[src/rtl/param_ping_pong_counter_pkg.sv]
// Shared types and constants for the ping-pong counter.
package pp_pkg;

    typedef enum logic [1:0] {
        LOAD = 2'd0,
        RUN  = 2'd1,
        HALT = 2'd2
    } state_t;

    localparam logic MODE_BOUNCE = 1'b0;
    localparam logic MODE_WRAP   = 1'b1;
    localparam logic DIR_UP      = 1'b0;
    localparam logic DIR_DOWN    = 1'b1;

endpackage

[src/rtl/param_ping_pong_counter_next_value.sv]
// Combinational next-count calculation for one advance of the ping-pong counter.
module pp_next_value
    import pp_pkg::*;
#(
    parameter int WIDTH = 4
) (
    input  logic [WIDTH-1:0] count,
    input  logic             dir,
    input  logic [WIDTH-1:0] step,
    input  logic [WIDTH-1:0] lo,
    input  logic [WIDTH-1:0] hi,
    input  logic             mode,
    output logic [WIDTH-1:0] next_count,
    output logic             next_dir,
    output logic             hit
);

    logic [WIDTH:0] cnt_x;
    logic [WIDTH:0] hi_x;
    logic [WIDTH:0] sum;
    logic [WIDTH:0] diff;
    logic [WIDTH:0] lo_plus;

    // One extra bit keeps count+step and lo+step from overflowing.
    assign cnt_x   = {1'b0, count};
    assign hi_x    = {1'b0, hi};
    assign sum     = cnt_x + {1'b0, step};
    assign diff    = cnt_x - {1'b0, step};
    assign lo_plus = {1'b0, lo} + {1'b0, step};

    always_comb begin
        next_count = count;
        next_dir   = dir;
        hit        = 1'b0;
        if (mode == MODE_BOUNCE) begin
            if (dir == DIR_UP) begin
                if (sum >= hi_x) begin
                    next_count = hi;
                    next_dir   = DIR_DOWN;
                    hit        = 1'b1;
                end else begin
                    next_count = sum[WIDTH-1:0];
                end
            end else begin
                // Landing exactly on lo also counts as a bounce.
                if (cnt_x <= lo_plus) begin
                    next_count = lo;
                    next_dir   = DIR_UP;
                    hit        = 1'b1;
                end else begin
                    next_count = diff[WIDTH-1:0];
                end
            end
        end else begin
            if (dir == DIR_UP) begin
                if (sum > hi_x) begin
                    next_count = lo;
                    hit        = 1'b1;
                end else begin
                    next_count = sum[WIDTH-1:0];
                end
            end else begin
                if (cnt_x < lo_plus) begin
                    next_count = hi;
                    hit        = 1'b1;
                end else begin
                    next_count = diff[WIDTH-1:0];
                end
            end
        end
    end

endmodule

[src/rtl/param_ping_pong_counter.sv]
// Tick-driven ping-pong counter with bounce/wrap modes, held flip requests and an event counter.
//   state | meaning
//   LOAD  | next edge loads count=min, dir=up, clears pending flip
//   RUN   | counting on enabled ticks, valid_o=1
//   HALT  | bounds invalid or count out of range; count/dir frozen
module param_ping_pong_counter
    import pp_pkg::*;
#(
    parameter int WIDTH  = 4,
    parameter int BCNT_W = 8
) (
    input  logic              clk,
    input  logic              rst,
    input  logic              tick_i,
    input  logic              enable_i,
    input  logic              flip_i,
    input  logic              mode_i,
    input  logic [WIDTH-1:0]  min_i,
    input  logic [WIDTH-1:0]  max_i,
    input  logic [WIDTH-1:0]  step_i,
    output logic [WIDTH-1:0]  count_o,
    output logic              dir_o,
    output logic              valid_o,
    output logic              evt_o,
    output logic [BCNT_W-1:0] bcnt_o
);

    state_t           state;
    state_t           state_nxt;
    logic             flip_pend;
    logic             range_ok;
    logic             in_range;
    logic             run_ok;
    logic [WIDTH-1:0] step_eff;
    logic             dir_eff;
    logic [WIDTH-1:0] nv_count;
    logic             nv_dir;
    logic             nv_hit;

    assign range_ok = max_i > min_i;
    assign in_range = (count_o >= min_i) && (count_o <= max_i);
    assign run_ok   = range_ok && in_range;
    assign step_eff = (step_i == '0) ? WIDTH'(1) : step_i;
    assign dir_eff  = dir_o ^ (flip_pend | flip_i);

    pp_next_value #(.WIDTH(WIDTH)) u_next (
        .count      (count_o),
        .dir        (dir_eff),
        .step       (step_eff),
        .lo         (min_i),
        .hi         (max_i),
        .mode       (mode_i),
        .next_count (nv_count),
        .next_dir   (nv_dir),
        .hit        (nv_hit)
    );

    always_ff @(posedge clk or posedge rst) begin
        if (rst) state <= LOAD;
        else     state <= state_nxt;
    end

    always_comb begin
        state_nxt = state;
        case (state)
            LOAD:    state_nxt = range_ok ? RUN : HALT;
            RUN:     state_nxt = run_ok ? RUN : HALT;
            HALT:    if (range_ok) state_nxt = in_range ? RUN : LOAD;
            default: state_nxt = LOAD;
        endcase
    end

    always_comb begin
        valid_o = (state == RUN);
    end

    always_ff @(posedge clk or posedge rst) begin
        if (rst) begin
            count_o   <= '0;
            dir_o     <= DIR_UP;
            evt_o     <= 1'b0;
            bcnt_o    <= '0;
            flip_pend <= 1'b0;
        end else begin
            evt_o <= 1'b0;
            case (state)
                LOAD: begin
                    count_o   <= min_i;
                    dir_o     <= DIR_UP;
                    flip_pend <= 1'b0;
                end
                RUN: begin
                    if (enable_i) begin
                        if (tick_i && run_ok) begin
                            count_o   <= nv_count;
                            dir_o     <= nv_dir;
                            evt_o     <= nv_hit;
                            bcnt_o    <= bcnt_o + BCNT_W'(nv_hit);
                            flip_pend <= 1'b0;
                        end else if (flip_i) begin
                            flip_pend <= 1'b1;
                        end
                    end
                end
                default: ;
            endcase
        end
    end

endmodule

[config.mk]
export PLATFORM = sky130hd
export DESIGN_NAME = param_ping_pong_counter
export DESIGN_NICKNAME = d
export VERILOG_FILES = /design/src/rtl/param_ping_pong_counter_pkg.sv /design/src/rtl/param_ping_pong_counter_next_value.sv /design/src/rtl/param_ping_pong_counter.sv
export SDC_FILE = /design/constraint.sdc
export NUM_CORES = 1
export LEC_CHECK = 0
export BUFFER_PORTS_ARGS = -buffer_cell sky130_fd_sc_hd__buf_2
export CAP_MARGIN = 15
export CORE_UTILIZATION = 50
export CTS_CLUSTER_DIAMETER = 200
export DETAILED_ROUTE_END_ITERATION = 12
export GPL_TIMING_DRIVEN = 0
export PLACE_DENSITY = 0.75
export SYNTH_ARGS = -nofsm -noshare
export SYNTH_HDL_FRONTEND = slang
export SYNTH_SLANG_ARGS = --single-unit
[constraint.sdc]
create_clock -name clk -period 3.2 [get_ports clk]
set_input_delay 0.48 -clock clk [delete_from_list [all_inputs] [get_ports clk]]
set_output_delay 0.48 -clock clk [all_outputs]
set_load 0.03 [all_outputs]
==> run summary, run 1 <==
HOLD PATH
-------------------------------------------------------------------------------------------------
Hold/Removal Path Class                                                              input pin to asynchronous set/reset pin

CELLS AND AREA
-------------------------------------------------------------------------------------------------
Post-route non-filler standard cell count                                                     315
Commonest cells after routing, fill and taps aside                                   buf_2 (30), ha_1 (27), inv_1 (20), buf_4 (17), dfrtp_1 (15)
Final core utilization                                                                      69.5%
Final Net Count                                                                               322
Layout-stage area growth over the synthesis result                                          32.9%
Post-Layout Inst Area                                                                    2540 µm²
Most common cell after layout, fill and taps aside                                          buf_2
Fraction of layout instances using a drive strength above 1                                 37.5%
Number of inserted diodes                                                                       0

FLOORPLANNING
-------------------------------------------------------------------------------------------------
Row Count                                                                                      22
Core Box Area                                                                            3660 µm²
Initial Utilization                                                                         52.3%
Die Span Y                                                                                63.9 µm
Floorplan die area                                                                       4080 µm²
Die boundary width                                                                        63.9 µm
Total I/O pin count                                                                            33

GLOBAL ROUTE
-------------------------------------------------------------------------------------------------
First-pass GRT wire length                                                                7810 µm
Congestion Overflow GR                                                                          0
Largest net degree at the start of global routing                                              18
Initial antenna violation count                                                                 0
Overall routing resource usage                                                              24.5%
Via count of the first global-routing pass                                                  1,717

PWR
-------------------------------------------------------------------------------------------------
Power density over the cells                                                           900 nW/µm²
Combinational group share of total power                                                    77.8%
Switching part of the total power                                                           48.3%
Internal                                                                                  1180 µW
Lkg Pwr                                                                                0.00125 µW
Clock power share                                                                            7.1%
Maximum VDD drop                                                                       0.000426 V
Net Sw Power                                                                              1110 µW
Reg power frac                                                                              15.1%

TIMING
-------------------------------------------------------------------------------------------------
Period utilization                                                                           104%
Fin Setup TNS                                                                           -0.575 ns
Final count of negative-setup-slack endpoints                                                   7
Final hold vios                                                                                 0
Headroom to the max-slew limit                                                              48.6%
RSZ-0062 raised after global routing                                                         true
Worst setup slack after layout                                                          -0.122 ns
Shortest period the worst path allows                                                     3.32 ns
Maximum clock frequency                                                                   301 MHz
Worst Skew                                                                             0.00235 ns
Pin slew with the least headroom to its limit                                            0.766 ns
Final count of pins violating max slew                                                          0

DETAILED ROUTING
-------------------------------------------------------------------------------------------------
Total wirelength of the detailed-routed design                                            5030 µm
Average vias per placed instance                                                             5.81
Count of nets left with antenna violations after detail routing                                 0
Initial DRC Count                                                                             124
Routed length per instance                                                                16.0 µm
Post-detailed-route DRC marker count                                                            0
Via count                                                                                   1,830
Router iterations before antenna repair                                                         4

SYNTHESIS
-------------------------------------------------------------------------------------------------
Number of distinct library cell variants in the gate-level netlist after synthesis             53
Number of enable flip-flop cells after synthesis                                                0
Part of the Yosys area used for sequential elements                                         22.2%
Post-synth ARST share                                                                        100%
Synth Cell Area                                                                          1910 µm²
Biggest area contributors in the synthesized netlist                                 dfrtp_1 (22%), ha_1 (22%), inv_1 (4.1%)
Synth warnings                                                                                  0
Top cell type's share of synthesized area                                                   22.2%
Dominant cell type by area after synthesis                                                dfrtp_1
Synthesized area per cell                                                                8.95 µm²
Number of standard cells after synthesis                                                      214
Synthesized flop and latch total                                                               17
Top_reg_cell synth                                                                        dfrtp_1
Synthesized Nets                                                                              268

CTS
-------------------------------------------------------------------------------------------------
Number of levels the H-tree was split into                                                      1
Number of CTS-inserted buffers                                                                  3
Latest clock arrival within the worst-skew pair                                           0.25 ns
Sinks on the clock net                                                                         17
TritonCTS clock tree                                                                        built
Post-CTS Hold Buffers                                                                           0
Root Driver                                                                              clkbuf_8
CTS clock-pin slew for the worst setup and hold paths                                     0.07 ns
Buffer depth of the longest clock path                                                          2

WORST SETUP PATH
-------------------------------------------------------------------------------------------------
Cell family with most CP delay                                                        adder cells
Maximum net fanout on the critical path                                                         5
Library cell contributing the largest single delay on the critical path                      ha_1
Ordered list of cells on the worst path                                              buf_12 -> nor3_4 -> or2_4 -> ha_2 -> inv_1 -> fa_2 -> xor2_1 -> ha_1 -> a21oi_2 -> o221ai_4 -> nand3b_4 -> nor2_1 -> a21oi_2 -> ha_4 -> ha_4 -> and3_4 -> nand2_2 -> xnor2_2
Worst setup SP type                                                                     input pin
Critical path class                                                                  input pin to register
Maximum single-stage delay on the critical path                                           0.35 ns
Worst reg-to-reg setup slack                                                             -0.04 ns
Nature of the critical path endpoint                                                     register
Buffers & Inverters on Critical Path                                                            2
Data arrival time of the critical path                                                    3.46 ns
Required time of the critical path                                                        3.34 ns

PLACEMENT
-------------------------------------------------------------------------------------------------
Routability Congestion                                                                      0.839
Cell total after placement                                                                    294
Worst slack, placed                                                                     -0.645 ns
Placed wire-length estimate after detailed placement                                      3490 µm
Total placed instance area                                                               2200 µm²
Total of buffers placed on input and output ports                                              32

STATUS
-------------------------------------------------------------------------------------------------
Status                                                                               finished with violations
Failing checks                                                                       setup timing

JOB
-------------------------------------------------------------------------------------------------
Maximum Capacitance Violations                                                                  0

-- worst register-to-register path: cells and delay by family (launching register included) --
kind                     cells  cell delay (ns)
AO/OA/AOI/OAI                3             0.43
XOR/XNOR                     2             0.38
multiplexers                 1             0.14
adder cells (fa/ha/maj)      4             1.12
AND/OR/NAND/NOR              4             0.61
flip-flops                   1             0.47
-- per-layer routing --
layer | vias up | GRT usage [%] | wire length (µm)
met5 | - | 0 | 0
met4 | 0 | 7.39 | 123
met3 | 13 | 2.86 | 284
met2 | 60 | 39.9 | 2390
met1 | 875 | 33.7 | 2240
li1 | 882 | - | -
-- Yosys cell counts, types with 4 or more instances --
| cell type | count |
|---|---|
| nand4_1 | 5 |
| xnor2_1 | 9 |
| xor2_1 | 4 |
| inv_1 | 21 |
| nor2_1 | 15 |
| dfrtp_1 | 17 |
| o21ai_0 | 7 |
| nand2_1 | 12 |
| a21oi_1 | 14 |
| nor2b_1 | 4 |
| ha_1 | 33 |
| nand2b_1 | 5 |
| nor3_1 | 7 |
-- logic make-up (layout without fill, tap and decap cells) --
family	after synthesis	in the layout	synth area share (%)
AND/OR/NAND/NOR	63	63	18.0
AO/OA/AOI/OAI	54	54	20.0
adder cells (fa/ha/maj)	36	36	24.7
buffers and inverters	24	77	4.97
flip-flops	17	17	22.2
XOR/XNOR	14	14	6.80
multiplexers	6	6	3.33
-- stage by stage --
step / power [µW] / hold WS (ns)
2_1_floorplan: 1350 / 0.406
3_3_place_gp: 1600 / 0.456
3_5_place_dp: 1630 / 0.475
4_1_cts: 1950 / 0.315
5_1_grt: 2480 / 0.365
6_report: 2290 / 0.301
-- repair_timing --
| item | 4_1_cts | 5_1_grt |
|---|---|---|
| resized for setup | 15 | 26 |
| buffers inserted | 8 | 10 |
| endpoints found under the hold margin | 0 | 0 |
| setup endpoints to repair | 12 | 13 |
| pin swaps | 12 | 33 |
-- registers in the layout, summed over array words and instances (netlist names) --
signal / cells
bcnt_o: 8
count_o: 4
state: 2
dir_o: 1
evt_o: 1
flip_pend: 1
-- power groups by stage --
stage	Clock, µW	Combinational (µW)	Sequential (µW)
final	162	1780	347
after global routing	171	1950	357
after CTS	166	1430	354
after detailed placement	0	1280	356
after global placement	0	1240	353
after floorplan	0	957	393
-- layout make-up --
| cell class | instances | area [µm²] |
|---|---|---|
| buffer | 3 | 16.3 |
| clock buffer | 4 | 45.0 |
| fill | 290 | 1120 |
| inverter | 21 | 78.8 |
| multi-input combinational | 173 | 1590 |
| sequential | 17 | 428 |
| tap | 48 | 60.1 |
| timing repair buffer | 49 | 327 |
-- final timing paths --
| kind | start | to | cells past startpoint |
|---|---|---|---|
| setup / recovery | step_i[1] | bcnt_o[4] | 18 |
| hold / removal | rst | count_o[3] | 2 |
| setup reg to reg | count_o[2] | bcnt_o[4] | 14 |
| hold reg to reg | bcnt_o[7] | bcnt_o[7] | 1 |
| max in group asynchronous | rst | count_o[2] | 2 |
| min in group clk | bcnt_o[7] | bcnt_o[7] | 1 |
(Power assumes the default switching activity.)
==> inputs of run 2 (changes only) <==
- PLACE_DENSITY: 0.75 -> 0.8
==> run 2 against run 1 <==
Compared with the run above:
- the run still ends with setup timing left
- clock power hardly changed
- total power is 1.1% lower
- critical path depth is 2 lower
- fmax up 0.88%
- sequential power grew 1%
- non-clock buffer count is 4 higher
- flip-flop and latch count is the same
- wire length is 5.3% higher
==> run summary, run 2 (synthesized netlist as in run 1, its figures left out) <==
TIMING
------------------------------------------------------------------------------
Worst Skew                                                          0.00319 ns
Final count of negative-setup-slack endpoints                                7
Worst hold slack after final layout                                   0.302 ns
Headroom to the max-slew limit                                           56.2%
Fin Setup TNS                                                        -0.272 ns
RSZ-0062 raised after global routing                                      true
Period utilization                                                        103%
Shortest period the worst path allows                                  3.29 ns
Worst setup slack after layout                                      -0.0927 ns
Pin slew with the least headroom to its limit                         0.656 ns
Final hold vios                                                              0
Maximum clock frequency                                                304 MHz
Final count of pins violating max slew                                       0

DETAILED ROUTING
------------------------------------------------------------------------------
Met1 Wirelength                                                        2290 µm
Count of nets left with antenna violations after detail routing              0
Via count                                                                1,857
Average vias per placed instance                                          5.82
Post-detailed-route DRC marker count                                         0
Routed length per instance                                             16.6 µm
Max Used Layer                                                            met4
Initial DRC Count                                                          102
Met3 wire length                                                        329 µm
Router iterations before antenna repair                                      4
Total wirelength of the detailed-routed design                         5300 µm
Routed length on met2                                                  2540 µm

CELLS AND AREA
------------------------------------------------------------------------------
Max reg flops                                                                8
Number of inserted diodes                                                    0
Final core utilization                                                   69.9%
Layout-stage area growth over the synthesis result                       33.6%
Commonest cells after routing, fill and taps aside                buf_2 (30), ha_1 (26), buf_4 (22), inv_1 (20), dfrtp_1 (15)
Post-Layout Inst Area                                                 2560 µm²
Most common cell after layout, fill and taps aside                       buf_2
Registers with the highest flip-flop counts                       bcnt_o x8, count_o x4, state x2
Final Net Count                                                            326
Most flop-heavy register                                                bcnt_o
Fraction of layout instances using a drive strength above 1              36.5%

WORST SETUP PATH
------------------------------------------------------------------------------
Required time of the critical path                                     3.39 ns
Critical path class                                               input pin to register
Maximum net fanout on the critical path                                      3
Nature of the critical path endpoint                                  register
R2R Path Start                                                      count_o[2]
Data arrival time of the critical path                                 3.48 ns
Worst reg-to-reg setup slack                                          -0.02 ns
Terminus of the critical flop-to-flop path                           bcnt_o[6]
R2r worst-path depth                                                        14
Worst setup SP type                                                  input pin

CTS
------------------------------------------------------------------------------
Number of CTS-inserted buffers                                               3
Root Driver                                                           clkbuf_8
CTS clock-pin slew for the worst setup and hold paths                  0.07 ns
TritonCTS clock tree                                                     built
Number of levels the H-tree was split into                                   1
Sinks on the clock net                                                      17
Buffer depth of the longest clock path                                       2
Latest clock arrival within the worst-skew pair                        0.26 ns
Post-CTS Hold Buffers                                                        0

FLOORPLANNING
------------------------------------------------------------------------------
Floorplan die area                                                    4080 µm²
Total I/O pin count                                                         33
Row Count                                                                   22
Initial Utilization                                                      52.3%
Core Box Area                                                         3660 µm²
Die boundary width                                                     63.9 µm
Die Span Y                                                             63.9 µm

PLACEMENT
------------------------------------------------------------------------------
Routability Congestion                                                   0.861
Total of buffers placed on input and output ports                           32
Total placed instance area                                            2200 µm²
Placed wire-length estimate after detailed placement                   3570 µm
Worst slack, placed                                                  -0.688 ns

PWR
------------------------------------------------------------------------------
Maximum VDD drop                                                    0.000390 V
Lkg Pwr                                                             0.00128 µW
Power density over the cells                                        886 nW/µm²

STATUS
------------------------------------------------------------------------------
Failing checks                                                    setup timing
Status                                                            finished with violations

GLOBAL ROUTE
------------------------------------------------------------------------------
Largest net degree at the start of global routing                           18
First-pass GRT wire length                                             8170 µm
Congestion Overflow GR                                                       0
Initial antenna violation count                                              0
Overall routing resource usage                                           26.0%
Via count of the first global-routing pass                               1,763

JOB
------------------------------------------------------------------------------
Maximum Capacitance Violations                                               0

HOLD PATH
------------------------------------------------------------------------------
Hold/Removal Path Class                                           input pin to asynchronous set/reset pin

[run 2: cell count changes in the layout (fill, tap and decap cells not counted), moves of 2 or more]
cell      before  now
a211oi_2       4    2
buf_4         17   22
a211oi_1       0    2
a21oi_2        5    3
ha_4           4    6
[run 2: final cells by class]
| class | instances | area, µm² |
|---|---|---|
| buffer | 3 | 16.3 |
| clock buffer | 4 | 45.0 |
| fill | 274 | 1100 |
| inverter | 21 | 78.8 |
| multi-input combinational | 173 | 1580 |
| sequential | 17 | 428 |
| tap | 48 | 60.1 |
| timing repair buffer | 53 | 353 |
[run 2: how the worst max path moves through the flow]
stage	from	to	slack [ns]
after floorplan	step_i[3]	bcnt_o[1]	-0.10
after global placement	step_i[1]	bcnt_o[6]	-0.59
after detailed placement	step_i[1]	bcnt_o[6]	-0.69
after CTS	step_i[1]	bcnt_o[6]	-0.08
after global routing	step_i[2]	bcnt_o[6]	-0.21
final	step_i[0]	bcnt_o[6]	-0.09
[run 2: per-layer routing]
metal / up-vias / global-route usage [%]
li1: 893 / -
met1: 878 / 34.5
met2: 67 / 42.6
met3: 19 / 4.64
met4: 0 / 8.81
met5: - / 0
[run 2: worst max-delay path: stages]
cell and delay [ns]:
buf_2 0.10, or2_4 0.28, ha_4 0.17, fa_2 0.36, xnor2_2 0.15, ha_1 0.33, and4b_1 0.21, a211oi_2 0.23
mux2i_1 0.15, nor2_2 0.20, a21oi_4 0.10, ha_4 0.20, ha_4 0.15, and3_4 0.18, nand3_2 0.07, xnor2_1 0.11
[run 2: stage by stage]
step,power [µW],cells
floorplan,1350,214
global placement,1590,294
detailed placement,1640,294
CTS,2010,311
global route,2450,319
finish,2270,319
[run 2: report_power, final]
part | internal (µW) | switching (µW)
Sequential | 266 | 86.4
Clock | 88.7 | 75.7
Combinational | 811 | 938
Total | 1170 | 1100
[run 2: timing repair]
| item | in CTS | in global routing |
|---|---|---|
| setup endpoints to repair | 12 | 13 |
| pin swaps | 19 | 27 |
| cloned | 0 | 0 |
| resized for setup | 18 | 15 |
| buffers inserted | 13 | 8 |
